===== config.mk =====
export PLATFORM = sky130hd
export DESIGN_NAME = mantissa_divider
export DESIGN_NICKNAME = d
export VERILOG_FILES = /design/src/rtl/mantissa_divider.sv
export SDC_FILE = /design/constraint.sdc
export NUM_CORES = 1
export LEC_CHECK = 0
export BUFFER_PORTS_ARGS = -buffer_cell sky130_fd_sc_hd__buf_2
export CORE_UTILIZATION = 30
export CTS_BUF_LIST = sky130_fd_sc_hd__clkbuf_8 sky130_fd_sc_hd__clkbuf_16
export DETAILED_ROUTE_END_ITERATION = 7
export GPL_ROUTABILITY_DRIVEN = 0
export GPL_TIMING_DRIVEN = 1
export PLACE_DENSITY_LB_ADDON = 0.25
export REMOVE_ABC_BUFFERS = 1
export SYNTH_ARGS = -nofsm -noshare
export SYNTH_HDL_FRONTEND = slang
export SYNTH_SLANG_ARGS = --single-unit

===== constraint.sdc =====
create_clock -name clk -period 3.51 [get_ports clk]
set_clock_uncertainty 0.05 [all_clocks]
set_input_delay 0 -clock clk [delete_from_list [all_inputs] [get_ports clk]]
set_output_delay 0 -clock clk [all_outputs]
set_load 0.1 [all_outputs]

===== src/rtl/mantissa_divider.sv =====
// ---------------------------------------------------------------------------
// mantissa_divider
//
// Iterative restoring divider for floating-point significands. Produces
// floor(mant_a * 2^47 / mant_b) as a 48-bit quotient aligned to the mantissa
// multiplier's product format, so the normalizer treats MUL and DIV results
// identically (leading one at bit 47 or bit 46 for normalized operands).
// The exponent path is expected to subtract 1 from the biased difference; the
// normalizer's +1 on a bit-47 leading one restores it.
//
// Parameters:
//   BITS_PER_CYCLE  quotient bits retired per RUN cycle (1, 2, 3, 4 or 6)
//
// Ports:
//   clk           rising-edge clock
//   arst_n        synchronous active-low reset (aborts any operation)
//   en            stage enable; 0 freezes all state and outputs
//   start         division request, sampled in IDLE/DONE when en=1
//   mant_a        dividend significand {1, frac[22:0]}
//   mant_b        divisor significand  {1, frac[22:0]}
//   busy          high while iterating
//   done          result valid, one cycle per operation (held while stalled)
//   mantissa_div  48-bit quotient to the normalizer
//   div_zero      mant_b was zero for the current result
//   sticky        (DIV_STICKY_EN only) final remainder was non-zero
//
// Optional feature macro: DIV_STICKY_EN adds the sticky output.
// ---------------------------------------------------------------------------
module mantissa_divider #(
    parameter int unsigned BITS_PER_CYCLE = 1
) (
    input  logic        clk,
    input  logic        arst_n,
    input  logic        en,
    input  logic        start,
    input  logic [23:0] mant_a,
    input  logic [23:0] mant_b,
    output logic        busy,
    output logic        done,
    output logic [47:0] mantissa_div,
    output logic        div_zero
`ifdef DIV_STICKY_EN
    ,
    output logic        sticky
`endif
);

    localparam int unsigned ITERS = 48 / BITS_PER_CYCLE;

    if (!(BITS_PER_CYCLE == 1 || BITS_PER_CYCLE == 2 || BITS_PER_CYCLE == 3 ||
          BITS_PER_CYCLE == 4 || BITS_PER_CYCLE == 6)) begin : g_bad_bpc
        $error("mantissa_divider: BITS_PER_CYCLE must be 1, 2, 3, 4 or 6");
    end

    typedef enum logic [1:0] {
        IDLE = 2'd0,
        RUN  = 2'd1,
        DONE = 2'd2
    } state_t;

    state_t      state_q, state_d;
    logic [5:0]  cnt_q, cnt_d;
    logic [24:0] rem_q, rem_d;
    logic [23:0] dvsr_q, dvsr_d;
    logic [47:0] quo_q, quo_d;
    logic        sat_q, sat_d;
    logic [47:0] mant_q, mant_d;
    logic        dz_q, dz_d;
`ifdef DIV_STICKY_EN
    logic        stk_q, stk_d;
`endif

    logic [24:0]               rem_step;
    logic [BITS_PER_CYCLE-1:0] bits_step;
    logic [47:0]               quo_next;

    // Unrolled restoring steps for one RUN cycle. The partial remainder is
    // kept pre-shifted: compare, conditionally subtract, then double. Since
    // it stays below 2*divisor it always fits in 25 bits.
    always_comb begin
        rem_step  = rem_q;
        bits_step = '0;
        for (int unsigned i = 0; i < BITS_PER_CYCLE; i++) begin
            if (rem_step >= {1'b0, dvsr_q}) begin
                rem_step = rem_step - {1'b0, dvsr_q};
                bits_step[BITS_PER_CYCLE-1-i] = 1'b1;
            end
            rem_step = {rem_step[23:0], 1'b0};
        end
        quo_next = {quo_q[47-BITS_PER_CYCLE:0], bits_step};
    end

    always_comb begin
        state_d = state_q;
        cnt_d   = cnt_q;
        rem_d   = rem_q;
        dvsr_d  = dvsr_q;
        quo_d   = quo_q;
        sat_d   = sat_q;
        mant_d  = mant_q;
        dz_d    = dz_q;
`ifdef DIV_STICKY_EN
        stk_d   = stk_q;
`endif
        if (en) begin
            case (state_q)
                IDLE, DONE: begin
                    if (start) begin
                        if (mant_b == '0) begin
                            state_d = DONE;
                            mant_d  = '1;
                            dz_d    = 1'b1;
`ifdef DIV_STICKY_EN
                            stk_d   = 1'b0;
`endif
                        end else begin
                            state_d = RUN;
                            cnt_d   = 6'(ITERS);
                            rem_d   = {1'b0, mant_a};
                            dvsr_d  = mant_b;
                            quo_d   = '0;
                            // a >= 2b means the quotient needs more than 48
                            // bits; the result clamps to all ones.
                            sat_d   = ({1'b0, mant_a} >= {mant_b, 1'b0});
                        end
                    end else if (state_q == DONE) begin
                        state_d = IDLE;
                    end
                end
                RUN: begin
                    rem_d = rem_step;
                    quo_d = quo_next;
                    cnt_d = cnt_q - 6'd1;
                    if (cnt_q == 6'd1) begin
                        state_d = DONE;
                        mant_d  = sat_q ? '1 : quo_next;
                        dz_d    = 1'b0;
`ifdef DIV_STICKY_EN
                        stk_d   = sat_q | (rem_step != '0);
`endif
                    end
                end
                default: state_d = IDLE;
            endcase
        end
    end

    always_ff @(posedge clk) begin
        if (!arst_n) begin
            state_q <= IDLE;
            cnt_q   <= '0;
            rem_q   <= '0;
            dvsr_q  <= '0;
            quo_q   <= '0;
            sat_q   <= 1'b0;
            mant_q  <= '0;
            dz_q    <= 1'b0;
`ifdef DIV_STICKY_EN
            stk_q   <= 1'b0;
`endif
        end else begin
            state_q <= state_d;
            cnt_q   <= cnt_d;
            rem_q   <= rem_d;
            dvsr_q  <= dvsr_d;
            quo_q   <= quo_d;
            sat_q   <= sat_d;
            mant_q  <= mant_d;
            dz_q    <= dz_d;
`ifdef DIV_STICKY_EN
            stk_q   <= stk_d;
`endif
        end
    end

    assign busy         = (state_q == RUN);
    assign done         = (state_q == DONE);
    assign mantissa_div = mant_q;
    assign div_zero     = dz_q;
`ifdef DIV_STICKY_EN
    assign sticky       = stk_q;
`endif

endmodule


==> results by group <==
Run status
  • Outcome: finished, final reports clean

Clock tree
  • CTS tree: yes
  • H-tree depth: 4
  • Number of post-CTS setup repair buffers: 0
  • Longest Clk Path Bufs: 2
  • CTS sink cnt: 154
  • Clk Latency, worst-skew pair: about 440 ps
  • CTS Root Cell: clkbuf_16
  • Total CTS buffers: 17
  • Clk pin slew, worst setup/hold paths: approximately 70 ps
  • Post-CTS sizing: 0

Min path
  • Hold_sp: mant_b[7]
  • Worst Hold Class: input pin to register

Floorplanning
  • Core area: between 0.02 and 0.03 mm^2
  • DIE HEIGHT: about 160 um
  • Starting density of the core: 30.8%
  • Width of the die: 164 um
  • IO Count: between 100 and 150
  • Full die area: 0.0268 mm^2
  • Rows: between 50 and 60

Layout
  • Util after Layout: roughly two fifths
  • Antenna diode count: 0
  • Layout cell share with drive strength beyond 1: around a fifth
  • Area grow syn2layout: 23.9%
  • Post-Layout Inst Area: approximately 0.0097 mm^2
  • Final #Nets: around 1200

Setup path
  • CP max-delay cell: o211a_1
  • Setup crit start kind: register
  • Critical path endpoint category: register
  • Setup CP Type: register to register
  • CP Launch Point: dvsr_q[19]
  • Critical-path cell list: inv_1 -> ha_1 -> and3_1 -> nand3_1 -> nor2_1 -> a31oi_1 -> o211a_1 -> buf_4 -> mux2i_1 -> o22ai_1
  • CP max stage delay: between 600 and 700 ps
  • Max FO, Critical Path: 18
  • Crit Reg-Reg Startpoint: dvsr_q[19]
  • Critical path data arrival time: between 3000 and 4000 ps
  • CP required: between 3000 and 4000 ps

Placement
  • Place WS: roughly 440 ps
  • Post-DP Area: between 0.008 and 0.009 mm^2
  • # port buffers: around 100
  • Detailed placer's ending HPWL: 15200 um

Drt
  • Antenna viol nets, final: 0
  • Vias: between 7000 and 8000
  • Residual DRC: 0
  • 1st-pass router iterations: 4
  • Final wirelength: between 20000 and 25000 um
  • Vias/cell: about 5.2
  • Routed len/inst: 16.0 um
  • Drt initial violations: ~430

Synthesis
  • Synth unique cells: 62
  • Commonest cells in the synthesized netlist: dfxtp_1, a21oi_1, nand2_1
  • Share of synthesized flip-flops with an asynchronous set or reset: 0%
  • Top cells by area, synth: dfxtp_1, a21oi_1, ha_1
  • Share of the yosys chip area belonging to registers: between 30% and 40%
  • Post-synth EDFFs: 0
  • Mapped Cells: approximately 930
  • Mapped Area: between 0.007 and 0.008 mm^2
  • YS warnings: 0
  • Seq cells post-synth: 154
  • Most frequent cell after synthesis: dfxtp_1
  • Synth top area share: between 30% and 40%
  • Avg Inst Size Synth: around 8.4 um^2
  • Ys flop type: dfxtp_1
  • Post-synth top area cell: dfxtp_1

Timing
  • Tcrit/Tclk final: 88.3%
  • Final min period: about 3100 ps
  • Fin. max-slew vios: 0
  • Hold slack: roughly 310 ps
  • Final setup vio count: 0
  • Unrepaired setup endpoints after global routing: no
  • Slew Limit Headroom: about half
  • Final Worst Setup Slack: ~410 ps
  • Measured slew at the worst slew-check pin: 707 ps
  • Endpoints failing hold: 0
  • Achievable Freq: about 320 MHz

Pwr
  • PwrDens: 554 mW/mm^2
  • IR drop worst, VDD: about 0.00028 V
  • Leak Pwr: between 3 and 4 nW

Job
  • Max-cap violations: 0

Global route
  • Vias in the first global route: 7070
  • Remaining global-route overflow: 0
  • GR Util All Layers: between 15 and 20%
  • First-pass GRT wire length: approximately 36000 um
  • Initial antenna violation count: 0
  • Largest net degree at the start of global routing: between 70 and 80
sequential cells by signal, summed over array words and instances (netlist names):
| name | count |
|---|---|
| rem_q | 25 |
| cnt_q | 6 |
| div_zero | 1 |
| dvsr_q | 24 |
| state_q | 2 |
| sat_q | 1 |
| mantissa_div | 48 |
| quo_q | 47 |
cell usage in the layout, fill, tap and decap left out, types with 6 or more instances in the layout:
master / count
dlygate4sd3_1: 51
dfxtp_1: 154
nand2_1: 122
nand3_1: 53
nor2b_1: 8
o21a_1: 11
xor2_1: 10
buf_2: 102
buf_4: 13
ha_1: 49
nor3_1: 6
o221a_2: 48
a22oi_1: 18
nor4_1: 7
o31ai_1: 9
clkbuf_16: 17
inv_8: 6
a31oi_1: 7
inv_1: 59
xnor2_1: 10
o21ai_0: 19
a21o_1: 17
and3_1: 7
nor2_1: 33
a21oi_1: 123
o22ai_1: 14
power breakdown:
| group | switching, W | internal [W] | leakage (nW) |
|---|---|---|---|
| Sequential | 0.0000578 | 0.00183 | 1.25 |
| Clock | 0.000863 | 0.000947 | 0.282 |
| Combinational | 0.00107 | 0.000603 | 2.46 |
cell families after synthesis:
logic type	share of synthesized area, %
AND/OR/NAND/NOR	15.9
multiplexers	0.926
XOR/XNOR	2.24
adder cells (fa/ha/maj)	8.08
buffers and inverters	6.48
AO/OA/AOI/OAI	27.0
flip-flops	39.4
stage by stage:
step                cells  total power, W  setup TNS [ps]
floorplan             866         0.00313          -69400
global placement     1313         0.00355               0
detailed placement   1313         0.00355               0
CTS                  1396         0.00542               0
global route         1396         0.00566               0
finish               1396         0.00537               0
area by class of cell:
type                            instances  area [um^2]
Fill cell                            2655        15700
Multi-Input combinational cell        653         4250
Sequential cell                       154         3080
Timing Repair Buffer                  168         1160
Clock buffer                           17          425
Tap cell                              330          413
Inverter                               59          221
Clock inverter                         15          154
worst paths after layout:
check / to / slack (ps) / depth (start not counted)
min: dvsr_q[7] / 310 / 4
max reg2reg: rem_q[14] / 410 / 10
min reg2reg: dvsr_q[12] / 410 / 2
max: rem_q[14] / 410 / 10
critical path, delay by kind of cell (launching register included):
kind	cells	cell delay [ps]
compound gates	3	1060
fa+ha+maj	1	400
buf+inv	2	400
flops	1	340
mux	1	210
simple gates	3	500
routing by layer:
metal | wire length, um | share of wire [%] | vias to the layer above | GRT usage, %
met3 | 862 | 3.9 | 33 | 3.00
li1 | - | - | 3629 | -
met5 | 0 | 0 | - | 0
met1 | 11000 | 49 | 3410 | 22.8
met4 | 397 | 1.8 | 0 | 5.43
met2 | 10000 | 45 | 150 | 27.9
what timing repair did:
item / 4_1_cts / 5_1_grt
setup endpoints to repair: 0 / 0
endpoints found under the hold margin: 52 / 0
hold buffers: 51 / 0
No activity file was read; power rests on OpenSTA's default activity.
